<file path="src/rtl/t1rocket_sim_monitor_if.sv">
// Finish-report handshake between the simulation-end monitor and the harness.
// The monitor drives the report fields; the harness answers with finish_ready.
interface t1rocket_sim_monitor_if;
    logic       finish_valid;
    logic       finish_ready;
    logic [1:0] finish_status;
    logic [7:0] finish_code;

    modport master (
        output finish_valid,
        output finish_status,
        output finish_code,
        input  finish_ready
    );

    modport slave (
        input  finish_valid,
        input  finish_status,
        input  finish_code,
        output finish_ready
    );
endinterface

</file>
<file path="src/rtl/t1rocket_sim_monitor.sv">
// Simulation-end monitor: counts cycles, watches commits for a stall timeout,
// gates the waveform dump window and reports exactly one finish event per run.
module t1rocket_sim_monitor #(
    parameter int CYCLE_WIDTH   = 64,
    parameter int TIMEOUT_WIDTH = 32,
    parameter int DRAIN_CYCLES  = 16
) (
    input  logic                     clock,
    input  logic                     reset,
    input  logic [TIMEOUT_WIDTH-1:0] cfg_timeout,
    input  logic [CYCLE_WIDTH-1:0]   cfg_dump_start,
    input  logic [CYCLE_WIDTH-1:0]   cfg_dump_end,
    input  logic                     commit_valid,
    input  logic                     quit_req,
    input  logic [7:0]               quit_code,
    output logic [CYCLE_WIDTH-1:0]   cycle,
    output logic [TIMEOUT_WIDTH-1:0] idle_count,
    output logic                     dump_enable,
    output logic [1:0]               state,
    t1rocket_sim_monitor_if.master   fin_if
);

    typedef enum logic [1:0] {
        ST_RUN    = 2'd0,
        ST_DRAIN  = 2'd1,
        ST_REPORT = 2'd2,
        ST_DONE   = 2'd3
    } state_e;

    localparam int DRAIN_W = (DRAIN_CYCLES > 0) ? $clog2(DRAIN_CYCLES + 1) : 1;
    localparam logic [DRAIN_W-1:0] DRAIN_INIT = DRAIN_W'(DRAIN_CYCLES);

    // A nonzero program exit code is a failing run.
    function automatic logic [1:0] exit_status(input logic [7:0] code);
        return (code == 8'd0) ? 2'd0 : 2'd1;
    endfunction

    logic [TIMEOUT_WIDTH-1:0] cfg_timeout_q;
    logic [CYCLE_WIDTH-1:0]   cfg_dump_start_q;
    logic [CYCLE_WIDTH-1:0]   cfg_dump_end_q;

    state_e                   state_q, state_d;
    logic [CYCLE_WIDTH-1:0]   cycle_q, cycle_d;
    logic [TIMEOUT_WIDTH-1:0] idle_count_q, idle_count_d;
    logic                     dump_enable_q, dump_enable_d;
    logic [DRAIN_W-1:0]       drain_q, drain_d;
    logic                     finish_valid_q, finish_valid_d;
    logic [1:0]               finish_status_q, finish_status_d;
    logic [7:0]               finish_code_q, finish_code_d;

    logic                     timeout_hit_s;
    logic                     dump_end_hit_s;

    // Next-state, counters and report fields.
    always_comb begin
        state_d         = state_q;
        cycle_d         = cycle_q;
        idle_count_d    = idle_count_q;
        drain_d         = drain_q;
        finish_status_d = finish_status_q;
        finish_code_d   = finish_code_q;

        timeout_hit_s  = (cfg_timeout_q != {TIMEOUT_WIDTH{1'b0}}) &&
                         (idle_count_q == cfg_timeout_q) && !commit_valid;
        dump_end_hit_s = (cfg_dump_end_q != {CYCLE_WIDTH{1'b0}}) &&
                         (cycle_q == cfg_dump_end_q);

        if (state_q != ST_DONE) begin
            cycle_d = cycle_q + CYCLE_WIDTH'(1);
        end else begin
            cycle_d = cycle_q;
        end

        if ((state_q == ST_RUN) || (state_q == ST_DRAIN)) begin
            if (commit_valid) begin
                idle_count_d = {TIMEOUT_WIDTH{1'b0}};
            end else if (idle_count_q != {TIMEOUT_WIDTH{1'b1}}) begin
                idle_count_d = idle_count_q + TIMEOUT_WIDTH'(1);
            end else begin
                idle_count_d = idle_count_q;
            end
        end else begin
            idle_count_d = idle_count_q;
        end

        case (state_q)
            ST_RUN: begin
                // Quit outranks timeout, which outranks dump-end.
                if (quit_req) begin
                    finish_code_d = quit_code;
                    if (DRAIN_CYCLES == 0) begin
                        state_d         = ST_REPORT;
                        finish_status_d = exit_status(quit_code);
                    end else begin
                        state_d = ST_DRAIN;
                        drain_d = DRAIN_INIT;
                    end
                end else if (timeout_hit_s) begin
                    state_d         = ST_REPORT;
                    finish_status_d = 2'd2;
                    finish_code_d   = 8'd0;
                end else if (dump_end_hit_s) begin
                    state_d         = ST_REPORT;
                    finish_status_d = 2'd3;
                    finish_code_d   = 8'd0;
                end else begin
                    state_d = ST_RUN;
                end
            end
            ST_DRAIN: begin
                drain_d = drain_q - DRAIN_W'(1);
                if (drain_q == DRAIN_W'(1)) begin
                    state_d         = ST_REPORT;
                    finish_status_d = exit_status(finish_code_q);
                end else begin
                    state_d = ST_DRAIN;
                end
            end
            ST_REPORT: begin
                if (fin_if.finish_ready) begin
                    state_d = ST_DONE;
                end else begin
                    state_d = ST_REPORT;
                end
            end
            ST_DONE: begin
                state_d = ST_DONE;
            end
            default: begin
                state_d = ST_RUN;
            end
        endcase

        finish_valid_d = (state_d == ST_REPORT);
        dump_enable_d  = (state_q != ST_DONE) && (cycle_q >= cfg_dump_start_q) &&
                         ((cfg_dump_end_q == {CYCLE_WIDTH{1'b0}}) ||
                          (cycle_q < cfg_dump_end_q));
    end

    // State and output registers; config is only captured while in reset.
    always_ff @(posedge clock) begin
        if (reset) begin
            cfg_timeout_q    <= cfg_timeout;
            cfg_dump_start_q <= cfg_dump_start;
            cfg_dump_end_q   <= cfg_dump_end;
            state_q          <= ST_RUN;
            cycle_q          <= {CYCLE_WIDTH{1'b0}};
            idle_count_q     <= {TIMEOUT_WIDTH{1'b0}};
            dump_enable_q    <= 1'b0;
            drain_q          <= {DRAIN_W{1'b0}};
            finish_valid_q   <= 1'b0;
            finish_status_q  <= 2'd0;
            finish_code_q    <= 8'd0;
        end else begin
            state_q          <= state_d;
            cycle_q          <= cycle_d;
            idle_count_q     <= idle_count_d;
            dump_enable_q    <= dump_enable_d;
            drain_q          <= drain_d;
            finish_valid_q   <= finish_valid_d;
            finish_status_q  <= finish_status_d;
            finish_code_q    <= finish_code_d;
        end
    end

    assign cycle                = cycle_q;
    assign idle_count           = idle_count_q;
    assign dump_enable          = dump_enable_q;
    assign state                = state_q;
    assign fin_if.finish_valid  = finish_valid_q;
    assign fin_if.finish_status = finish_status_q;
    assign fin_if.finish_code   = finish_code_q;

endmodule

</file>
<file path="src/flat_wrapper.sv">
// flat-port wrapper written by rule: the top's interface ports become plain ports
module t1rocket_sim_monitor_flat 
#(
    parameter int CYCLE_WIDTH   = 64,
    parameter int TIMEOUT_WIDTH = 32,
    parameter int DRAIN_CYCLES  = 16
)
  (clock, reset, cfg_timeout, cfg_dump_start, cfg_dump_end, commit_valid, quit_req, quit_code, cycle, idle_count, dump_enable, state, fin_if_finish_valid, fin_if_finish_status, fin_if_finish_code, fin_if_finish_ready);
  t1rocket_sim_monitor_if fin_if_i ();
  input  logic clock;
  input  logic reset;
  input  logic [TIMEOUT_WIDTH-1:0] cfg_timeout;
  input  logic [CYCLE_WIDTH-1:0] cfg_dump_start;
  input  logic [CYCLE_WIDTH-1:0] cfg_dump_end;
  input  logic commit_valid;
  input  logic quit_req;
  input  logic [7:0] quit_code;
  output logic [CYCLE_WIDTH-1:0] cycle;
  output logic [TIMEOUT_WIDTH-1:0] idle_count;
  output logic dump_enable;
  output logic [1:0] state;
  output wire logic [$bits(fin_if_i.finish_valid)-1:0] fin_if_finish_valid;
  output wire logic [$bits(fin_if_i.finish_status)-1:0] fin_if_finish_status;
  output wire logic [$bits(fin_if_i.finish_code)-1:0] fin_if_finish_code;
  input wire logic [$bits(fin_if_i.finish_ready)-1:0] fin_if_finish_ready;
  assign fin_if_finish_valid = fin_if_i.finish_valid;
  assign fin_if_finish_status = fin_if_i.finish_status;
  assign fin_if_finish_code = fin_if_i.finish_code;
  assign fin_if_i.finish_ready = fin_if_finish_ready;
  t1rocket_sim_monitor #(.CYCLE_WIDTH(CYCLE_WIDTH), .TIMEOUT_WIDTH(TIMEOUT_WIDTH), .DRAIN_CYCLES(DRAIN_CYCLES)) u_core (.clock(clock), .reset(reset), .cfg_timeout(cfg_timeout), .cfg_dump_start(cfg_dump_start), .cfg_dump_end(cfg_dump_end), .commit_valid(commit_valid), .quit_req(quit_req), .quit_code(quit_code), .cycle(cycle), .idle_count(idle_count), .dump_enable(dump_enable), .state(state), .fin_if(fin_if_i));
endmodule
</file>
<file path="config.mk">
export PLATFORM = sky130hd
export DESIGN_NAME = t1rocket_sim_monitor_flat
export DESIGN_NICKNAME = d
export VERILOG_FILES = /design/src/rtl/t1rocket_sim_monitor_if.sv /design/src/rtl/t1rocket_sim_monitor.sv /design/src/flat_wrapper.sv
export SDC_FILE = /design/constraint.sdc
export NUM_CORES = 1
export LEC_CHECK = 0
export CORE_ASPECT_RATIO = 0.8
export CORE_MARGIN = 2
export CORE_UTILIZATION = 55
export DETAILED_ROUTE_END_ITERATION = 10
export GPL_ROUTABILITY_DRIVEN = 0
export PLACE_DENSITY_LB_ADDON = 0.08
export SETUP_SLACK_MARGIN = 0.3
export SLEW_MARGIN = 20
export SYNTH_ARGS = -nofsm -noshare
export SYNTH_HDL_FRONTEND = slang
export SYNTH_SLANG_ARGS = --single-unit
export TNS_END_PERCENT = 5
</file>
<file path="constraint.sdc">
create_clock -name clock -period 3.9 [get_ports clock]
set_clock_uncertainty 0.05 [all_clocks]
set_input_delay 0.975 -clock clock [delete_from_list [all_inputs] [get_ports clock]]
set_output_delay 0.975 -clock clock [all_outputs]
set_load 0.02 [all_outputs]
</file>
Yosys cells after proc, flatten, opt, wreduce, memory -nomap -nowiden
Index checks and enable logic that the tools add are counted.
Widths: inputs -> output; s select.
{"block": "classes", "n_addsub": 3, "magnitude_cmp": 2, "eq_ne": 13, "n_mux": 19, "n_reduce_logical": 20}
{"cell": "$add 64x1->64 const B", "count": 1}
{"cell": "$eq 64x64->1", "count": 1}
{"cell": "$ge 64x64->1", "count": 1}
{"cell": "$logic_not 64->1", "count": 1}
{"cell": "$lt 64x64->1", "count": 1}
{"cell": "$mux 32", "count": 2}
{"cell": "$reduce_bool 64->1", "count": 1}
{"cell": "$add 32x1->32 const B", "count": 1}
{"cell": "$eq 32x32->1", "count": 1}
{"cell": "$ne 32x32->1 const B", "count": 1}
{"cell": "$reduce_bool 32->1", "count": 1}
{"cell": "$mux 8", "count": 3}
{"cell": "$mux 2", "count": 8}
{"cell": "$pmux 5 s2", "count": 1}
{"cell": "$logic_not 8->1", "count": 1}
{"cell": "$ne 2x2->1 const B", "count": 4}
{"cell": "$pmux 2 s4", "count": 1}
{"cell": "$eq 2x2->1 const B", "count": 3}
{"cell": "$reduce_and 2->1", "count": 3}
{"cell": "$eq 5x1->1 const B", "count": 1}
{"cell": "$logic_and 1x1->1", "count": 5}
{"cell": "$mux 5", "count": 1}
{"cell": "$sub 5x1->5 const B", "count": 1}
{"cell": "$pmux 2 s2", "count": 1}
{"cell": "9 further kinds", "count": 12}
{"block": "totals", "regBits": 275, "input_bits": 173, "output_inout_bits": 110, "word_cells": 68}

Longest topological paths before layout
Gate-level depths: netlist of run 1.
{"block": "logic_depth", "depth_word": 7, "ltp_mapped": 9, "mapped_depth_nobuf": 9}

Least setup slack after synthesis of run 1
OpenSTA, ideal clock, no wires.
{"block": "synth_timing", "path_type": "input to register", "start": "in commit_valid", "end": "reg u_core.idle_count_q[3] (netlist: u_core.idle_count[3])", "setup_ps": 128, "arrival_ps": 2218, "required_ps": 3722, "path_slack_ps": 1504, "path_stages": 7, "n_path_buf": 1, "path_cell_list": "nand2b_1 > or4_4 > o21a_1 > buf_6 > and4_4 > xnor2_1 > nor2_1"}
{"block": "synth_via", "elab_chain_len": 2, "word_cells_on_any_way": 3, "cone_classes": "1 x mux; 2 x reduce/logical"}
{"element": "from (decl)", "line_no": "flat_wrapper.sv:15", "source": "input logic commit_valid;"}
{"element": "$reduce_bool 2->1 (no line)"}
{"element": "$reduce_and 2->1 (no line)"}
{"element": "to (signal assigned)", "line_no": "t1rocket_sim_monitor.sv:148", "source": "idle_count_q <= {TIMEOUT_WIDTH{1'b0}};"}
{"element": "to (signal assigned)", "line_no": "t1rocket_sim_monitor.sv:157", "source": "idle_count_q <= idle_count_d;"}
{"element": "to (decl)", "line_no": "t1rocket_sim_monitor.sv:44", "source": "logic [TIMEOUT_WIDTH-1:0] idle_count_q, idle_count_d;"}
Parallel ways exist; a longest one is shown, timed or not.
A chain may end at the register's enable or synchronous reset.

Worst setup path in the final report of run 1
{"block": "layout_timing", "start": "reg u_core.cycle_q[63] (netlist: u_core.cycle[63])", "end": "reg u_core.finish_code_q[4] (netlist: u_core.fin_if.finish_code[4])"}
{"block": "layout_via", "elab_chain_len": 4}
{"element": "from (decl)", "line_no": "t1rocket_sim_monitor.sv:43", "source": "logic [CYCLE_WIDTH-1:0] cycle_q, cycle_d;"}
{"element": "from (signal assigned)", "line_no": "t1rocket_sim_monitor.sv:147", "source": "cycle_q <= {CYCLE_WIDTH{1'b0}};"}
{"element": "from (signal assigned)", "line_no": "t1rocket_sim_monitor.sv:156", "source": "cycle_q <= cycle_d;"}
{"element": "$eq 64x64->1", "line_no": "t1rocket_sim_monitor.sv:66", "source": "(cycle_q == cfg_dump_end_q);"}
{"element": "$logic_and 1x1->1", "line_no": "t1rocket_sim_monitor.sv:65", "source": "dump_end_hit_s = (cfg_dump_end_q != {CYCLE_WIDTH{1'b0}}) &&"}
{"element": "$reduce_bool 3->1 (no line)"}
{"element": "$reduce_and 2->1 (no line)"}
{"element": "to (signal assigned)", "line_no": "t1rocket_sim_monitor.sv:162", "source": "finish_code_q <= finish_code_d;"}
{"element": "to (decl)", "line_no": "t1rocket_sim_monitor.sv:49", "source": "logic [7:0] finish_code_q, finish_code_d;"}
Every way passes these cells.

==> flow_metrics.py, run 1 <==
metrics = {
    "synth": {
        "yosys_warnings": 0,
        "seq_area_frac_synth_pct": 51.52,
        "ys_seq_elements": 275,
        "synthFlopType": "edfxtp_1",
        "syn_inst": 1291,
        "avgSynthCellArea_um2": 10.69,
        "ys_types": 57,
        "syn_nets": 1596,
        "synth_edf_count": 160,
        "async_flop_share_pct": 0,
        "synth_area_um2": 13790,
    },
    "clocking": {
        "cts-root-buf": "clkbuf_16",
        "cts_resized": 0,
        "insertion_delay_ns": 0.56,
        "cts_buffer_depth": 3,
        "clk_pin_slew_ns": 0.06,
        "cts_max_level": 1,
        "post_cts_buffers": 0,
        "cts_tree": "yes",
        "cts_buffers": 28,
        "clock_sinks": 275,
        "hold_buffers": 0,
    },
    "timing": {
        "grt_setup_unrepaired": "false",
        "min_period_over_period_pct": 77.42,
        "layout_min_cycle_time_ns": 3.019,
        "tightest_slew_ns": 0.8397,
        "slew_viol_final": 0,
        "hold_viol_final": 0,
        "fmax_mhz": 331.2,
        "slew_headroom_pct": 43.23,
        "fin_tns_setup_ns": 0,
        "setup_viol": 0,
    },
    "layout": {
        "final_cell_mix": "clkdlybuf4s50_1 (281), edfxtp_1 (160), inv_1 (137), ha_1 (132), nor2_1 (128)",
        "final_nets": 1901,
        "final_core_util_pct": 73.08,
        "drive_gt1_share_pct": 4.388,
        "syn_to_final_growth_pct": 29.80,
        "nFillCells": 1794,
        "layout_commonest_cell": "clkdlybuf4s50_1",
    },
    "route": {
        "dr.pass1.iters": 5,
        "wire_per_inst_um": 18.87,
        "routed_wl_um": 36570,
        "vias": 10990,
        "avgViaCountPerCell": 5.668,
        "ant_nets": 0,
        "drt_iter0_drc": 885,
        "route.detailed.drc": 0,
    },
    "floorplan": {
        "die_w_um": 181.1,
        "dieHeight_um": 145.7,
        "dieArea_um2": 26370,
        "core_um2": 24500,
        "rows": 51,
        "initial_utilization_pct": 56.30,
        "io_pins": 283,
    },
    "pwr": {
        "p_leak_nw": 7.328,
        "peakVddDrop_uv": 425.3,
        "powerDensity_nw_per_um2": 363.2,
    },
    "global_route": {
        "grt_pass1_wl_um": 57310,
        "grt_pass1_vias": 10440,
        "grt-ovfl-total": 0,
        "grt.total_usage_pct": 27.34,
        "grt_antenna_before_repair": 3,
        "grt_max_degree": 76,
    },
    "worst_setup_path": {
        "arrival_ns": 3.41,
        "start_kind": "flop",
        "required_ns": 4.29,
        "endpoint_kind": "flop",
        "rrSetupSlack_ns": 0.88,
        "crit_type": "reg2reg",
        "worstPathMaxFanout": 8,
    },
    "run_status": {
        "run_status": "finished clean",
    },
    "run": {
        "drv_cap": 0,
    },
    "place": {
        "port_buffers": 282,
        "hpwl_um": 28190,
    },
    "hold_path": {
        "min_path_type": "reg2reg",
    },
}
## registers in the layout (all words and copies together) (netlist names)
register,count
u_core.cfg_dump_end_q,64
u_core.cfg_dump_start_q,64
u_core.cycle,64
u_core.cfg_timeout_q,32
u_core.idle_count,32
u_core.fin_if.finish_code,8
u_core.drain_q,5
u_core.fin_if.finish_status,2
u_core.state,2
u_core.dump_enable,1
u_core.fin_if.finish_valid,1
## final timing paths
path / startpoint / end / depth (start not counted)
max: u_core.cycle[63] / u_core.fin_if.finish_code[4] / 8
min: u_core.fin_if.finish_status[0] / u_core.fin_if.finish_status[0] / 2
max reg2reg: u_core.cycle[63] / u_core.fin_if.finish_code[4] / 8
min reg2reg: u_core.fin_if.finish_status[0] / u_core.fin_if.finish_status[0] / 2
## power breakdown
group | internal, mW | switching, mW | total (mW) | leakage, nW
logic | 0.304 | 0.285 | 0.588 | 4.41
registers | 3.24 | 0.101 | 3.34 | 2.50
clock network | 1.46 | 1.11 | 2.57 | 0.423
## synth_stat cells (all sizes together), types with 18 or more instances
cell type,n,share of area [%]
xnor2,25,1.6
nor4,52,2.7
nand3,38,1.5
nand4,63,3.1
dfxtp,115,17
inv,137,3.7
and3,18,0.93
nor2,128,3.5
ha,132,12
o21ai,36,1.3
edfxtp,160,35
a21oi,61,2.2
nor3,24,0.91
nand2,81,2.2
xor2,90,5.7
## layout make-up
cell class              count  area (um2)  area share, %
flip-flops and latches    275        7107          39.69
multi-input cells         862        6098          34.06
repair buffers            292        2914          16.27
clock buffers              44       790.8          4.416
inverters                 137       514.2          2.872
well taps                 318       397.9          2.222
clock inverters             8       78.83         0.4402
diodes                      2       5.005        0.02795
## critical path, cell delays in order, from the launching register on
cell	delay [ns]
dfxtp_1	0.36
ha_1	0.34
nand4_1	0.17
nor4_1	0.53
nand2_1	0.15
nor4_1	0.55
a41o_1	0.38
o31ai_4	0.13
a22o_1	0.26
## kinds of logic (layout without fill, tap and decap cells)
family / after synthesis / in the layout / share of synthesized area, %
AOI/OAI and AO/OA: 150 / 150 / 6.776
xor gates and xnor gates: 115 / 115 / 7.302
adders and majority gates: 132 / 132 / 11.97
buffers and inverters: 154 / 481 / 4.272
muxes: 5 / 5 / 0.3809
and+or+nand+nor: 460 / 460 / 17.78
other: 0 / 2 / 0
DFF: 275 / 275 / 51.52
## stage by stage
step	std cells	cell area [um2]	power (mW)	hold WS, ns	setup WS [ns]
final	1938	17910	6.503	0.4491	0.8806
after global routing	1938	17910	6.744	0.4808	0.7358
after CTS	1936	17900	6.545	0.4516	0.8942
after detailed placement	1884	17030	3.982	0.4352	0.9153
after global placement	1884	17030	3.960	0.4379	0.9130
after floorplan	1291	13790	3.630	0.4204	1.504
## metal layers
| layer | share of wire (%) | routed length (um) | track usage [%] |
|---|---|---|---|
| met5 | 0 | 0 | 0 |
| met4 | 3.1 | 1127 | 8.252 |
| met3 | 7.5 | 2741 | 5.430 |
| met2 | 44 | 16220 | 42.13 |
| met1 | 45 | 16480 | 39.22 |
Power figures use the tool's default switching activity.
==> run 2: changes to the inputs <==
--- a/config.mk
+++ b/config.mk
@@ -7,7 +7,7 @@
 export LEC_CHECK = 0
 export CORE_ASPECT_RATIO = 0.8
 export CORE_MARGIN = 2
-export CORE_UTILIZATION = 55
+export CORE_UTILIZATION = 52
 export DETAILED_ROUTE_END_ITERATION = 10
 export GPL_ROUTABILITY_DRIVEN = 0
 export PLACE_DENSITY_LB_ADDON = 0.08
==> constraint.sdc (replaced) <==
create_clock -name clock -period 3 [get_ports clock]
set_clock_uncertainty 0.05 [all_clocks]
set_input_delay 0.75 -clock clock [delete_from_list [all_inputs] [get_ports clock]]
set_output_delay 0.75 -clock clock [all_outputs]
set_load 0.02 [all_outputs]
==> run 2 against run 1 <==
Effect of this change: power increased by 37%; wire length increased by 1.5%; cell area increased by 2.5%; count of clock-buffer cells in the layout decreased by 6; via count increased by 0.63%.
==> flow_metrics.py, run 2 (same netlist as run 1, synthesis figures left out) <==
metrics = {
    "route": {
        "vias": 11050,
        "drt_iter0_drc": 770,
        "dr.pass1.iters": 5,
        "ant_nets": 0,
        "routed_wl_um": 37130,
        "wire_per_inst_um": 18.51,
        "avgViaCountPerCell": 5.510,
        "route.detailed.drc": 0,
    },
    "layout": {
        "stdcell_count": 2006,
        "final_nets": 1930,
        "final_cell_mix": "clkdlybuf4s50_1 (281), edfxtp_1 (160), inv_1 (137), ha_1 (132), nor2_1 (128)",
        "drive_gt1_share_pct": 6.735,
        "layout_commonest_cell": "clkdlybuf4s50_1",
        "syn_to_final_growth_pct": 33.02,
    },
    "worst_setup_path": {
        "endpoint_kind": "flop",
        "worstPathMaxFanout": 8,
        "required_ns": 3.45,
        "rr_startpoint": "u_core.cfg_dump_end_q[20]",
        "arrival_ns": 3.11,
        "crit_type": "reg2reg",
        "r2r_cells": 7,
        "r2r_end": "u_core.fin_if.finish_code[4]",
        "rrSetupSlack_ns": 0.34,
        "start_kind": "flop",
    },
    "timing": {
        "slew_headroom_pct": 43.69,
        "setup_viol": 0,
        "hold_viol_final": 0,
        "grt_setup_unrepaired": "true",
        "tightest_slew_ns": 0.8369,
        "min_period_over_period_pct": 88.51,
        "fin_tns_setup_ns": 0,
        "slew_viol_final": 0,
        "hold_ws_ns": 0.4434,
        "fmax_mhz": 376.6,
        "layout_min_cycle_time_ns": 2.655,
    },
    "clocking": {
        "clk_pin_slew_ns": 0.06,
        "cts_tree": "yes",
        "insertion_delay_ns": 0.56,
        "cts_buffer_depth": 3,
        "cts_buffers": 29,
        "cts_max_level": 1,
        "cts-root-buf": "clkbuf_16",
        "clock_sinks": 275,
        "hold_buffers": 0,
    },
    "place": {
        "hpwl_um": 28550,
        "port_buffers": 282,
        "placed_cells": 1951,
    },
    "floorplan": {
        "dieArea_um2": 27860,
        "die_w_um": 186.1,
        "dieHeight_um": 149.7,
        "initial_utilization_pct": 52.66,
        "rows": 53,
        "core_um2": 26190,
        "io_pins": 283,
    },
    "run": {
        "drv_cap": 0,
    },
    "pwr": {
        "design_power_total_mw": 8.888,
        "powerDensity_nw_per_um2": 484.4,
        "p_leak_nw": 7.553,
        "peakVddDrop_uv": 434.5,
    },
    "hold_path": {
        "whs_path_depth": 2,
        "whs_endpoint": "u_core.fin_if.finish_status[0]",
        "worstHoldStart": "u_core.fin_if.finish_status[0]",
        "min_path_type": "reg2reg",
    },
    "global_route": {
        "grt.total_usage_pct": 26.45,
        "grt-ovfl-total": 0,
        "grt_max_degree": 74,
        "grt_antenna_before_repair": 1,
        "grt_pass1_vias": 10690,
        "grt_pass1_wl_um": 57060,
    },
    "run_status": {
        "run_status": "finished clean",
    },
}
## run 2: area by class of cell
cell class | instances | area (um2)
diodes | 1 | 2.502
clock buffers | 38 | 790.8
clock inverters | 16 | 209.0
well taps | 357 | 446.7
multi-input cells | 862 | 6143
fillers | 1938 | 7844
inverters | 137 | 514.2
flip-flops and latches | 275 | 7107
repair buffers | 320 | 3137
## run 2: stage by stage
step	instance area, um2	utilization, %	worst slack [ns]
CTS	18330	69.97	0.3262
finish	18350	70.05	0.3446
global route	18350	70.05	0.1731
floorplan	13790	-	0.6306
detailed placement	17300	66.06	0.1161
global placement	17300	66.06	0.2116
## run 2: how the worst max path moves through the flow
stage                                          from                           end  slack [ns]  cells past startpoint
final                     u_core.cfg_dump_end_q[20]  u_core.fin_if.finish_code[4]        0.34                      7
after CTS                           u_core.cycle[0]            u_core.dump_enable        0.33                      9
after global placement    u_core.cfg_dump_end_q[63]  u_core.fin_if.finish_code[4]        0.21                      9
after floorplan                    u_core.cycle[61]  u_core.fin_if.finish_code[0]        0.63                      8
after global routing       u_core.cfg_dump_end_q[4]  u_core.fin_if.finish_code[5]        0.17                      7
after detailed placement  u_core.cfg_dump_end_q[63]  u_core.fin_if.finish_code[3]        0.12                      9
## run 2: where the power goes
group | switching [mW] | total (mW) | internal (mW)
combinational | 0.374 | 0.777 | 0.402
sequential | 0.122 | 4.34 | 4.22
clock | 1.49 | 3.77 | 2.28
total | 1.99 | 8.89 | 6.90
## run 2: critical path, stage by stage (launching register included)
cell	delay, ns
edfxtp_1	0.39
nor4_1	0.52
nand4_1	0.23
nor4_2	0.44
nor4_4	0.12
a41o_1	0.27
o31ai_4	0.37
a22o_1	0.21
## run 2: what timing repair did
item,in CTS,in global routing
setup buffers,0,0
resized for setup,4,3
endpoints found under the setup margin,10,24
hold endpoints to repair,0,0
## run 2: per-layer routing
metal | GRT usage [%] | vias up | part of all wire, %
met1 | 37.36 | 5197 | 45
li1 | - | 5329 | -
met5 | 0 | - | 0
met2 | 40.39 | 449 | 43
met4 | 7.992 | 0 | 3.0
met3 | 6.328 | 79 | 8.6
==> patch, RTL diff (flow settings as in run 2) <==
`CYCLE_WIDTH` is set to 64 in 2 places; all go to 32.
--- a/src/rtl/t1rocket_sim_monitor.sv
+++ b/src/rtl/t1rocket_sim_monitor.sv
@@ -2,5 +2,5 @@
 // gates the waveform dump window and reports exactly one finish event per run.
 module t1rocket_sim_monitor #(
-    parameter int CYCLE_WIDTH   = 64,
+    parameter int CYCLE_WIDTH   = 32,
     parameter int TIMEOUT_WIDTH = 32,
     parameter int DRAIN_CYCLES  = 16
--- a/src/flat_wrapper.sv
+++ b/src/flat_wrapper.sv
@@ -2,5 +2,5 @@
 module t1rocket_sim_monitor_flat 
 #(
-    parameter int CYCLE_WIDTH   = 64,
+    parameter int CYCLE_WIDTH   = 32,
     parameter int TIMEOUT_WIDTH = 32,
     parameter int DRAIN_CYCLES  = 16
Ports: changed (resized cfg_dump_end, cfg_dump_start and cycle); port bits go from 283 to 187. No check against the original RTL was run, so the function may have changed too.
==> patch against run 2 <==
- power fell by 37%
- clock power down 42%
- worst setup slack improved by 0.14 ns
- sequential cell count shrank 96
- synthesized area shrank 35%
- sequential share of layout area is 0.10 points higher
- design area shrank 36%
- wire length is 40% lower
- via count fell by 35%
- non-clock buffer count decreased by 122
- maximum frequency up 5.5%
- first-iteration DRC count decreased by 36%
- critical endpoint is now state[1]
- largest cell class unchanged
- highest routed layer unchanged
==> patch: results (changes against run 2) <==
* Outcome: finished clean (unchanged)
* Port Buf Inserts at 186 (was 282)
* WL met3 at 2200 um (was 3190 um)
* H-tree depth at 4 (was 1)
* Max Root-Sink Buffers at 2 (was 3)
* Reg2reg setup slack at 0.55 ns (was 0.34 ns)
* Worst path top cell family by delay: buffers and inverters (was simple AND/OR/NAND/NOR gates)
* Commonest cells post-synth: edfxtp_1, nor2_1, dfxtp_1, inv_1, xor2_1 (was edfxtp_1, inv_1, ha_1, nor2_1, dfxtp_1)
* Hold endpoint: u_core.fin_if.finish_status[1] (was u_core.fin_if.finish_status[0])
* Syn Nets at 1,039 (was 1,596)
* Post-CTS Resized at 0 (was 4)
* Largest net degree at the start of global routing at 36 (was 74)
* Seq/Total Area, Yosys at 50.7% (was 51.5%)
* Synth Area per Inst at 10.4 sq um (was 10.7 sq um)
* LEAKAGE at 4.66 nW (was 7.55 nW)
* Total CTS buffers at 17 (was 29)
* # nets final at 1,241 (was 1,930)
* Total GRT Usage at 25.1% (was 26.4%)
* Post-place setup slack at 0.268 ns (was 0.116 ns)
* Critical R2R Capture: u_core.fin_if.finish_code[2] (was u_core.fin_if.finish_code[4])
* Met2 wire length at 8930 um (was 16,000 um)
* Number of synthesized flops with an enable pin at 96 (was 160)
* Met1 WL at 10,900 um (was 16,800 um)
* # fillers at 1,289 (was 1,938)
* Worst setup endpoint: state[1] (was u_core.fin_if.finish_code[4])
* Max stage delay on crit path at 0.69 ns (was 0.52 ns)
patch: power by group:
| part | internal [W] | total, W | switching, W |
|---|---|---|---|
| clock | 0.00123 | 0.00218 | 0.000953 |
| sequential | 0.00273 | 0.00285 | 0.000111 |
| combinational | 0.000309 | 0.000612 | 0.000304 |
patch: logic make-up after synthesis:
family                     after synthesis  share of synthesized area [%]
DFF                                    179                           50.7
muxes                                    2                          0.237
AOI/OAI and AO/OA                      112                           8.53
adders and majority gates               68                           9.49
and+or+nand+nor                        324                           19.0
xor gates and xnor gates                82                           8.01
buffers and inverters                   95                           4.01
patch: cell type report:
class                      count  area [sq um]  area share (%)
antenna                        1          2.50          0.0214
clock buffer                  20           437            3.73
clock inverter                12           131            1.12
inverter                      80           300            2.57
multi-input combinational    588          4060            34.7
sequential                   179          4540            38.8
tap                          220           275            2.35
timing repair buffer         198          1950            16.7
patch: worst min-delay path, cell delays in order (launching register included):
cell     delay (ns)
dfxtp_1        0.33
inv_1          0.06
a21oi_1        0.05
